## config.mk

```make
export PLATFORM = sky130hd
export DESIGN_NAME = mem_arbiter
export DESIGN_NICKNAME = d
export VERILOG_FILES = /design/src/rtl/mem_arbiter.sv
export SDC_FILE = /design/constraint.sdc
export NUM_CORES = 1
export LEC_CHECK = 0
export BUFFER_PORTS_ARGS = -buffer_cell sky130_fd_sc_hd__buf_2
export CORE_ASPECT_RATIO = 0.8
export CORE_UTILIZATION = 40
export DETAILED_ROUTE_END_ITERATION = 10
export GPL_TIMING_DRIVEN = 0
export PLACE_DENSITY = 0.82
export SLEW_MARGIN = 10
export SYNTH_ARGS = -nofsm -noshare
export SYNTH_HDL_FRONTEND = slang
export SYNTH_SLANG_ARGS = --single-unit
```

## constraint.sdc

```tcl
create_clock -name clk -period 2.6 [get_ports clk]
set_clock_uncertainty 0.05 [all_clocks]
set_input_delay 0.26 -clock clk [delete_from_list [all_inputs] [get_ports clk]]
set_output_delay 0.26 -clock clk [all_outputs]
set_load 0.03 [all_outputs]
```

## src/rtl/mem_arbiter.sv

```systemverilog
// Two-port (fetch/data) arbiter onto one memory port; data has priority with a starvation cap for fetch.
// Zero-wait latency: grant in IDLE, mem_req next cycle, ready pulse one cycle after mem_ack; stall holds requesters.
module mem_arbiter #(
  parameter int ADDR_W     = 32,
  parameter int DATA_W     = 32,
  parameter int STARVE_MAX = 3
) (
  input  logic              clk,
  input  logic              rst,
  input  logic              if_req,
  input  logic [ADDR_W-1:0] if_addr,
  input  logic              if_flush,
  output logic [DATA_W-1:0] if_rdata,
  output logic              if_ready,
  input  logic              dm_req,
  input  logic              dm_we,
  input  logic [ADDR_W-1:0] dm_addr,
  input  logic [DATA_W-1:0] dm_wdata,
  output logic [DATA_W-1:0] dm_rdata,
  output logic              dm_ready,
  output logic              mem_req,
  output logic              mem_we,
  output logic [ADDR_W-1:0] mem_addr,
  output logic [DATA_W-1:0] mem_wdata,
  input  logic [DATA_W-1:0] mem_rdata,
  input  logic              mem_ack,
  output logic              stall
);

  typedef enum logic [1:0] {IDLE, SERVE_IF, SERVE_DM, DONE} state_t;

  localparam logic [3:0] STARVE_LIM = 4'(STARVE_MAX);

  state_t            state, stateNext;
  logic              ifEff, starveHit, grantDm, grantIf;
  logic              winIf, kill, weQ;
  logic [3:0]        starveCnt;
  logic [ADDR_W-1:0] addrQ;
  logic [DATA_W-1:0] wdataQ;

  // A flush in IDLE withdraws the fetch from arbitration for that cycle.
  assign ifEff     = if_req & ~if_flush;
  assign starveHit = ifEff & (starveCnt == STARVE_LIM);
  assign grantDm   = dm_req & ~starveHit;
  assign grantIf   = ifEff & ~grantDm;

  assign mem_addr  = addrQ;
  assign mem_wdata = wdataQ;
  assign mem_we    = weQ & (state == SERVE_DM);
  assign stall     = (if_req & ~if_ready & ~if_flush) | (dm_req & ~dm_ready);

  always_ff @(posedge clk) begin
    if (!rst) state <= IDLE;
    else      state <= stateNext;
  end

  always_comb begin
    stateNext = state;
    mem_req   = 1'b0;
    if_ready  = 1'b0;
    dm_ready  = 1'b0;
    case (state)
      IDLE: begin
        if (grantDm)      stateNext = SERVE_DM;
        else if (grantIf) stateNext = SERVE_IF;
      end
      SERVE_IF, SERVE_DM: begin
        mem_req = 1'b1;
        if (mem_ack) stateNext = DONE;
      end
      DONE: begin
        if_ready  = winIf & ~kill;
        dm_ready  = ~winIf;
        stateNext = IDLE;
      end
      default: stateNext = IDLE;
    endcase
  end

  always_ff @(posedge clk) begin
    if (!rst) begin
      starveCnt <= '0;
      kill      <= 1'b0;
      winIf     <= 1'b0;
      weQ       <= 1'b0;
      addrQ     <= '0;
      wdataQ    <= '0;
      if_rdata  <= '0;
      dm_rdata  <= '0;
    end else begin
      if (state == IDLE && (grantDm || grantIf)) begin
        winIf  <= ~grantDm;
        addrQ  <= grantDm ? dm_addr : if_addr;
        weQ    <= grantDm & dm_we;
        wdataQ <= grantDm ? dm_wdata : '0;
        if (grantDm && ifEff)
          starveCnt <= (starveCnt < STARVE_LIM) ? starveCnt + 4'd1 : starveCnt;
        else
          starveCnt <= '0;
      end
      if (state == SERVE_IF && if_flush) kill <= 1'b1;
      // DONE always leads to IDLE, so this is the IDLE-entry clear.
      if (state == DONE) kill <= 1'b0;
      if (state == SERVE_IF && mem_ack && !kill && !if_flush) if_rdata <= mem_rdata;
      if (state == SERVE_DM && mem_ack && !weQ) dm_rdata <= mem_rdata;
    end
  end

endmodule

```

==> results of run 1 <==
metrics by stage:
stage / total power, uW / setup WS (ns) / util [%]
after floorplan: 4580 / 0.796 / -
after global placement: 5350 / 0.656 / 53.0
after detailed placement: 5410 / 0.610 / 53.0
after CTS: 7850 / 0.612 / 57.9
after global routing: 8210 / 0.411 / 57.9
final: 7800 / 0.633 / 57.9
how the worst min path moves through the flow:
stage | start | to | cells after the start
3_5_place_dp | if_rdata[3] | if_rdata[3] | 2
3_3_place_gp | if_rdata[9] | if_rdata[9] | 2
4_1_cts | dm_wdata[13] | mem_wdata[13] | 2
5_1_grt | dm_wdata[5] | mem_wdata[5] | 2
6_report | dm_wdata[13] | mem_wdata[13] | 2
2_1_floorplan | dm_wdata[0] | mem_wdata[0] | 1
logic make-up (layout without fill, tap and decap cells):
kind of cell / after synthesis / count (layout) / synth area share, %
and+or+nand+nor: 221 / 221 / 17.2
muxes: 2 / 2 / 0.382
buffers and inverters: 82 / 384 / 6.69
DFF: 137 / 137 / 52.4
AOI/OAI and AO/OA: 143 / 143 / 22.0
adders and majority gates: 6 / 6 / 1.43
sequential cells by signal, indices dropped and copies added, names as in the netlist:
register   flops
if_rdata      32
weQ            1
dm_rdata      32
kill           1
starveCnt      4
mem_wdata     32
winIf          1
state          2
mem_addr      32
layer usage:
metal,vias to the layer above,track usage (%)
li1,2565,-
met3,20,5.40
met1,2380,27.0
met5,-,0
met2,189,35.0
met4,0,6.81
critical path: cells and delay by family (launching register included):
| kind | cells | cell delay [ns] |
|---|---|---|
| AOI/OAI and AO/OA | 1 | 0.20 |
| buffers and inverters | 3 | 0.76 |
| DFF | 1 | 0.38 |
| and+or+nand+nor | 3 | 0.27 |
| adders and majority gates | 1 | 0.23 |
placed cells by master, fill, tap and decap left out, drive strengths merged, types with 2 or more instances in the layout:
master / count
and2: 2
nand2: 168
clkinv: 9
ha: 6
o21ai: 5
nand3b: 2
dfxtp: 137
a22o: 33
dlygate4sd3: 3
inv: 38
nor2: 38
mux2i: 2
a221oi: 32
buf: 283
a21oi: 3
clkbuf: 47
a21boi: 64
nand3: 2
bufinv: 3
nor2b: 3
nor3b: 2
power by group:
part	switching, uW	internal (uW)
logic	1790	853
clock network	912	1510
registers	213	2520
total	2920	4880
layout make-up:
class / instances / area share (%)
plain buffers: 45 / 2.85
clock buffers: 18 / 5.78
clock inverters: 14 / 2.34
inverters: 37 / 1.87
multi-input cells: 372 / 28.9
flip-flops and latches: 137 / 36.9
well taps: 175 / 2.95
repair buffers: 270 / 18.4
==> metrics.md, run 1 <==
| Metric | Value |
|---|---|
| Status | finished clean |
| Overall Global Routing Usage | 21.3% |
| Design area | 0.00743 mm^2 |
| Row cnt | 37 |
| Worst-path fanout max | 10 |
| Reg2reg setup slack | 0.63 ns |
| Largest net degree at the start of global routing | 17 |
| Slew headroom | 65.4% |
| Fillers | 1,208 |
| CP Data Required Time | 2.87 ns |
| Yosys reg bits | 137 |
| CTS buffer count | 17 |
| Reg-to-reg endpoint | dm_rdata[23] |
| Die X | 130 um |
| CP Launch Type | flip-flop |
| Final wirelength | 14,600 um |
| Post-CTS setup buffers | 0 |
| Fmax achieved | 509 MHz |
| Final Critical Period | 1.97 ns |
| Post-Syn Area per Cell | slightly below 9 um^2 |
| Hold Fails Final Rpt | 0 |
| Register area | 0.00274 mm^2 |
| Crit path to | dm_rdata[23] |
| Slew @ Worst Pin | roughly 0.52 ns |
| Max-slew violation count | 0 |
| Insertion delay to the later sink of the worst-skew pair | 0.40 ns |
| Post-synth net total | 732 |
| Layout cell share with drive strength beyond 1 | between 30 and 40% |
| Clock Root Buffer | clkbuf_16 |
| Post-DP Area | 0.00679 mm^2 |
| Area of the multi-input gates | 0.00215 mm^2 |
| First-pass GRT wire length | 22,700 um |
| Worst EP arrival | 2.23 ns |
| CP Launch Point | state[0] |
| # diodes | 0 |
| Final setup vio count | 0 |
| Leakage | 0.00362 uW |
| TritonCTS clock tree | built |
| Num ports | between 200 and 300 |
| Gpl congestion | 0.796 |
| Port Buf Inserts | 267 |
| Initial antenna violation count | 0 |
| WL/cell | 13.7 um |
| RSZ-0062 raised after global routing | false |
| Routed wl met3 | 932 um |
| Critical Path End Type | flip-flop |
| Top cell type by total area after synthesis | dfxtp_1 |
| Period utilization | 75.6% |
| Post-Layout Cell Count | 1,068 |
| Post-CTS sizing | 0 |
| Most frequent cells after synthesis | 168 x nand2_1, 137 x dfxtp_1, 40 x a21boi_0 |
| # hold bufs at CTS | 3 |
| Synth Instances | 591 |
| Die height | 104 um |
| Worst setup path class | flip-flop to flip-flop |
| Longest Clk Path Bufs | 2 |
| Pwr Density | between 1000 and 1500 mW/mm^2 |
| FF-to-FF Start | state[0] |
| DRT met1 WL | around 6700 um |
| CP max-delay cell | clkbuf_1 |
| Most frequent cell after synthesis | nand2_1 |
| Largest cells by area after synthesis | dfxtp_1 52%, nand2_1 12%, a21boi_0 5.7% |
| Peak VDD IR | ~0.53 mV |
| Netlist Area Pre-Place | 0.00524 mm^2 |
| Clock slew at reported path FFs | 0.06 ns |
| Top Layer Used | met4 |
| Residual DRC | 0 |
| R2R depth | 8 |
| Synth top area share | 52.4% |
| Post-detail-place hpwl | 11,100 um |
| Vias in the first global route | 4,750 |
| Number of max-cap violations | 0 |
| Drt pass-1 iters | 4 |
| Routed Antenna Nets | 0 |
| Setup TNS | 0 ns |
| Nets | slightly above 1k |
| Placed cell count | 1,033 |
| Post-synthesis sequential area ratio | 52.4% |
| Post-synth ARST share | 0% |
| Synth warn | 0 |
| Routed vias | 5,154 |
| Die area | 0.0136 mm^2 |
| Hold slack | between 0.015 and 0.02 ns |
| Vias per cell | 4.83 |
| Main synth FF type | dfxtp_1 |
| Crit-path max cell delay | about 0.45 ns |
| Core area | 0.0128 mm^2 |
| Syn-to-layout area delta | 41.8% |
| Sink Count | between 100 and 150 |
| Detailed Route Iter0 Violations | 265 |
| Unique masters post-synth | 36 |
| Grt ovf | 0 |
| HP Class | input port to flip-flop |
| CP Cell Sequence | inv_1, ha_1, nand2_1, or2_2, clkbuf_1, clkbuf_1, nand2_1, a21boi_0 |
| Met2 routed WL | around 7000 um |
| Initial Utilization | 40.9% |
| Post-synth EDFFs | 0 |
| H-tree depth | 4 |
(Power assumes the default switching activity.)
==> run 2, diff against run 1 <==
PLACE_DENSITY = 0.85   (was 0.82)
clock period = 1.8 ns   (was 2.6 ns; I/O delays follow)
==> metrics.md, run 2 (synthesis results as in run 1) <==
| Metric | Value |
|---|---|
| Status | finished clean |
| Detailed Route Iter0 Violations | ~380 |
| Die height | 104 um |
| TritonCTS clock tree | built |
| Final wirelength | 19,600 um |
| Power Internal | 7600 uW |
| Core area | 0.0128 mm^2 |
| Vias per cell | roughly 5 |
| Post-Layout Cell Count | 1,200 |
| Fmax achieved | approximately 570 MHz |
| Clock slew at reported path FFs | 0.06 ns |
| Nets | 1,153 |
| Sink Count | 137 |
| H-tree depth | 4 |
| Peak VDD IR | slightly below 0.7 mV |
| Clock network fraction of design power | 30.2% |
| Routed Antenna Nets | 0 |
| GR met3 Demand/Resource | about 8.1% |
| Gpl congestion | 0.759 |
| Grt ovf | 0 |
| Largest net degree at the start of global routing | 17 |
| Slew @ Worst Pin | 0.533 ns |
| Worst EP arrival | between 2 and 2.5 ns |
| Fin util | between 60 and 70% |
| Residual DRC | 0 |
| Period utilization | between 90% and 100% |
| Insertion delay to the later sink of the worst-skew pair | 0.40 ns |
| Row cnt | 37 |
| Sequential Power Share | 32.7% |
| Hold Fails Final Rpt | 0 |
| Vias in the first global route | 6,035 |
| Num ports | 268 |
| WL/cell | 16.3 um |
| Worst-path fanout max | 8 |
| Initial Utilization | 40.9% |
| Layout cell share with drive strength beyond 1 | 35.3% |
| Post-detail-place hpwl | ~11,000 um |
| Drt pass-1 iters | 5 |
| Overall Global Routing Usage | between 20% and 30% |
| Longest Clk Path Bufs | 2 |
| Die area | 0.0136 mm^2 |
| Port Buf Inserts | between 200 and 300 |
| Die X | between 100 and 150 um |
| Most frequent cells in the layout | 275 x buf_2, 168 x nand2_1, 133 x dfxtp_1 |
| Clock Root Buffer | clkbuf_16 |
| HP Class | input port to flip-flop |
| CP Launch Type | flip-flop |
| Slew headroom | 64.4% |
| Met2 usage | around 45% |
| Most common cell after layout, fill and taps aside | buf_2 |
| First-pass GRT wire length | between 20,000 and 30,000 um |
| GR Util met1 | 30.7% |
| Worst setup path class | flip-flop to flip-flop |
| Switching share of power | about 37% |
| Syn-to-layout area delta | 71.0% |
| Post-DP Area | 0.00679 mm^2 |
| Switching power | ~4600 uW |
| Leakage | 0.00427 uW |
| Critical Path End Type | flip-flop |
| CP Data Required Time | 2.09 ns |
| CTS buffer count | 17 |
| Max-slew violation count | 0 |
| Final Critical Period | ~1.8 ns |
| Pwr Density | 1360 mW/mm^2 |
| Busiest metal layer after global routing | met2 |
| RSZ-0062 raised after global routing | true |
| Number of max-cap violations | 0 |
| # diodes | 0 |
| Comb power frac | 37.0% |
| Final setup vio count | 0 |
| Initial antenna violation count | 0 |
| Design area | 0.00896 mm^2 |
| Routed vias | 5,978 |
| Placed cell count | 1,033 |
[run 2: metrics by stage]
stage | power [uW] | setup TNS, ns | setup WS [ns] | hold WS (ns)
floorplan | 6620 | 0 | 0.0764 | 0.255
global placement | 7740 | -7.72 | -0.163 | 0.339
detailed placement | 7800 | -12.62 | -0.208 | 0.344
CTS | 11800 | -0.00169 | -0.00169 | 0.0780
global route | 12700 | -0.130 | -0.0235 | 0.108
finish | 12100 | 0 | 0.0348 | 0.107
[run 2: routing by layer]
layer | share of wire [%] | vias to the layer above
li1 | - | 2826
met1 | 40 | 2780
met2 | 49 | 287
met3 | 7.4 | 85
met4 | 4.4 | 0
met5 | 0 | -
[run 2: power groups by stage]
| stage | clock (uW) | combinational, uW | sequential, uW |
|---|---|---|---|
| finish | 3670 | 4500 | 3980 |
| global route | 3880 | 4790 | 4040 |
| global placement | 0 | 3770 | 3970 |
| CTS | 3740 | 4110 | 3930 |
| detailed placement | 0 | 3820 | 3980 |
| floorplan | 0 | 1560 | 5060 |
[run 2: area by class of cell]
type	instances	area (um^2)
Inverter	37	139
Sequential cell	137	2750
Fill cell	944	3860
Tap cell	175	219
Multi-Input combinational cell	372	2230
Buffer	45	287
Timing Repair Buffer	402	2710
Clock buffer	18	429
Clock inverter	14	194
[run 2: critical path: stages (launching register included)]
cell,delay (ns)
dfxtp_2,0.32
ha_2,0.17
nor3b_4,0.17
a211oi_4,0.37
and2_4,0.22
buf_12,0.13
buf_8,0.11
a22o_1,0.16
[run 2: repair_timing]
action,4_1_cts,5_1_grt
setup endpoints to repair,116,112
buffers inserted,2,2
endpoints found under the hold margin,125,0
pin swaps,1,7
hold buffers,129,0
gates resized for setup,20,52
gates cloned,0,2
[run 2: path summary, 6_finish.rpt]
check               start  slack, ns            to  cells after the start
max          starveCnt[1]       0.03  mem_wdata[1]                      7
min                if_req       0.11  starveCnt[2]                      3
max reg2reg  starveCnt[1]       0.03  mem_wdata[1]                      7
min reg2reg   if_rdata[1]       0.40   if_rdata[1]                      2
==> run 3, diff against run 2 <==
==> constraint.sdc (replaced) <==
create_clock -name clk -period 1.8 [get_ports clk]
set_clock_uncertainty 0.05 [all_clocks]
set_input_delay 0.27 -clock clk [delete_from_list [all_inputs] [get_ports clk]]
set_output_delay 0.27 -clock clk [all_outputs]
set_load 0.01 [all_outputs]
==> metrics.md, run 3 (synthesis results as in run 1) <==
| Metric | Value |
|---|---|
| Area of the multi-input gates | 0.00221 mm^2 |
| Clock Root Buffer | clkbuf_16 |
| Die X | around 130 um |
| Detailed Route Iter0 Violations | 276 |
| Fmax achieved | 565 MHz |
| Leakage | 0.00370 uW |
| CP Launch Type | flip-flop |
| Core area | 0.0128 mm^2 |
| Critical Path End Type | flip-flop |
| Reg2reg setup slack | around 0.032 ns |
| Nets | between 1k and 1.5k |
| Routed vias | 5,181 |
| H-tree depth | 4 |
| Initial Utilization | 40.9% |
| # diodes | 0 |
| Slew @ Worst Pin | between 0.5 and 0.6 ns |
| Largest net degree at the start of global routing | 17 |
| Worst EP arrival | 2.06 ns |
| Register area | 0.00275 mm^2 |
| Initial antenna violation count | 0 |
| Final setup vio count | 0 |
| Final Critical Period | 1.77 ns |
| Die height | 104 um |
| Final wirelength | between 10,000 and 15,000 um |
| Comb power frac | 29.2% |
| Clock network fraction of design power | 34.1% |
| Most common cell after layout, fill and taps aside | buf_2 |
| Pwr Density | 1420 mW/mm^2 |
| RSZ-0062 raised after global routing | true |
| Peak VDD IR | 0.654 mV |
| CP Data Required Time | 2.09 ns |
| Post-detail-place hpwl | 11,000 um |
| Worst path bufs/invs | 2 |
| Residual DRC | 0 |
| Syn-to-layout area delta | 44.4% |
| CP max-delay cell | a211oi_4 |
| Clock slew at reported path FFs | approximately 0.06 ns |
| Hold Fails Final Rpt | 0 |
| Switching share of power | 31.9% |
| Fillers | 1,167 |
| Worst setup path class | flip-flop to flip-flop |
| Grt ovf | 0 |
| Period utilization | 98.2% |
| Longest Clk Path Bufs | 2 |
| First-pass GRT wire length | approximately 23,000 um |
| Gpl congestion | around 0.76 |
| Switching power | 3430 uW |
| Sequential Power Share | approximately 37% |
| Layout cell share with drive strength beyond 1 | 39.6% |
| Fin util | 59.0% |
| Overall Global Routing Usage | 21.5% |
| Vias in the first global route | 4,772 |
| Die area | 0.0136 mm^2 |
| Worst-path fanout max | 10 |
| WL/cell | 14.0 um |
| Sink Count | 137 |
| Status | finished clean |
| Crit-path max cell delay | 0.36 ns |
| Crit path top cell by count | buf_6 |
| Routed Antenna Nets | 0 |
| Drt pass-1 iters | 4 |
| Num ports | between 200 and 300 |
| Port Buf Inserts | 267 |
| Insertion delay to the later sink of the worst-skew pair | 0.41 ns |
| Number of max-cap violations | 0 |
| Row cnt | 37 |
| Power Internal | 7310 uW |
| CTS buffer count | 17 |
| TritonCTS clock tree | built |
| Most frequent cells in the layout | 277 x buf_2, 168 x nand2_1, 135 x dfxtp_1 |
| Worst path top cell family by delay | compound AO/OA/AOI/OAI gates |
| Max-slew violation count | 0 |
| Design area | 0.00756 mm^2 |
| Slew headroom | roughly 65% |
| HP Class | input port to flip-flop |
| CP Cell Sequence | ha_1, nor3b_4, a211oi_4, and2_1, buf_6, buf_6, a22o_1 |
| Vias per cell | between 4 and 5 |
| Post-DP Area | 0.00679 mm^2 |
## run 3: changes by cell type in the layout (fill, tap and decap cells not counted), moves of 2 or more
cell / before / now
dlygate4sd3_1: 129 / 0
buf_4: 12 / 9
buf_6: 0 / 3
dfxtp_2: 4 / 1
a221oi_1: 21 / 23
a221oi_2: 11 / 9
buf_2: 275 / 277
buf_8: 3 / 1
clkbuf_16: 19 / 17
clkbuf_2: 6 / 8
dfxtp_1: 133 / 135
## run 3: timing repair
| item | 4_1_cts | 5_1_grt |
|---|---|---|
| buffers inserted | 2 | 2 |
| endpoints found under the hold margin | 0 | 0 |
| gates resized for setup | 20 | 34 |
| pin swaps | 1 | 3 |
| setup endpoints to repair | 116 | 104 |
| hold buffers | 0 | 0 |
## run 3: power groups by stage
| stage | sequential, uW | clock (uW) | combinational (uW) |
|---|---|---|---|
| after floorplan | 4240 | 0 | 1510 |
| after global placement | 3970 | 0 | 2900 |
| after detailed placement | 3980 | 0 | 2940 |
| after CTS | 3930 | 3740 | 3020 |
| after global routing | 4020 | 3900 | 3450 |
| final | 3950 | 3660 | 3130 |
## run 3: stage by stage
step / instances / setup TNS, ns / total power (uW) / hold slack, ns / worst slack (ns)
2_1_floorplan: 591 / 0 / 5750 / 0.345 / 0.190
3_3_place_gp: 1033 / -7.72 / 6860 / 0.388 / -0.163
3_5_place_dp: 1033 / -12.62 / 6930 / 0.394 / -0.208
4_1_cts: 1067 / -0.00169 / 10700 / 0.00224 / -0.00169
5_1_grt: 1069 / -0.146 / 11400 / 0.000201 / -0.0203
6_report: 1069 / 0 / 10700 / 0.0210 / 0.0316
## run 3: layer usage
layer / track usage, % / wire length [um]
met1: 26.5 / 6650
met2: 35.3 / 7150
met3: 5.92 / 972
met4: 8.06 / 193
met5: 0 / 0
## run 3: final cells by class
type / count / share of cell area [%]
well taps: 175 / 2.89
clock buffers: 18 / 5.67
inverters: 37 / 1.84
flip-flops and latches: 137 / 36.3
plain buffers: 45 / 3.47
multi-input cells: 372 / 29.2
repair buffers: 271 / 18.1
clock inverters: 14 / 2.56
## run 3: path summary, 6_finish.rpt
check / startpoint / endpoint / cells past startpoint
worst max register to register: starveCnt[0] / mem_wdata[7] / 7
worst min register to register: if_rdata[9] / if_rdata[9] / 2
worst max-delay path: starveCnt[0] / mem_wdata[7] / 7
worst min-delay path: dm_wdata[3] / mem_wdata[3] / 2
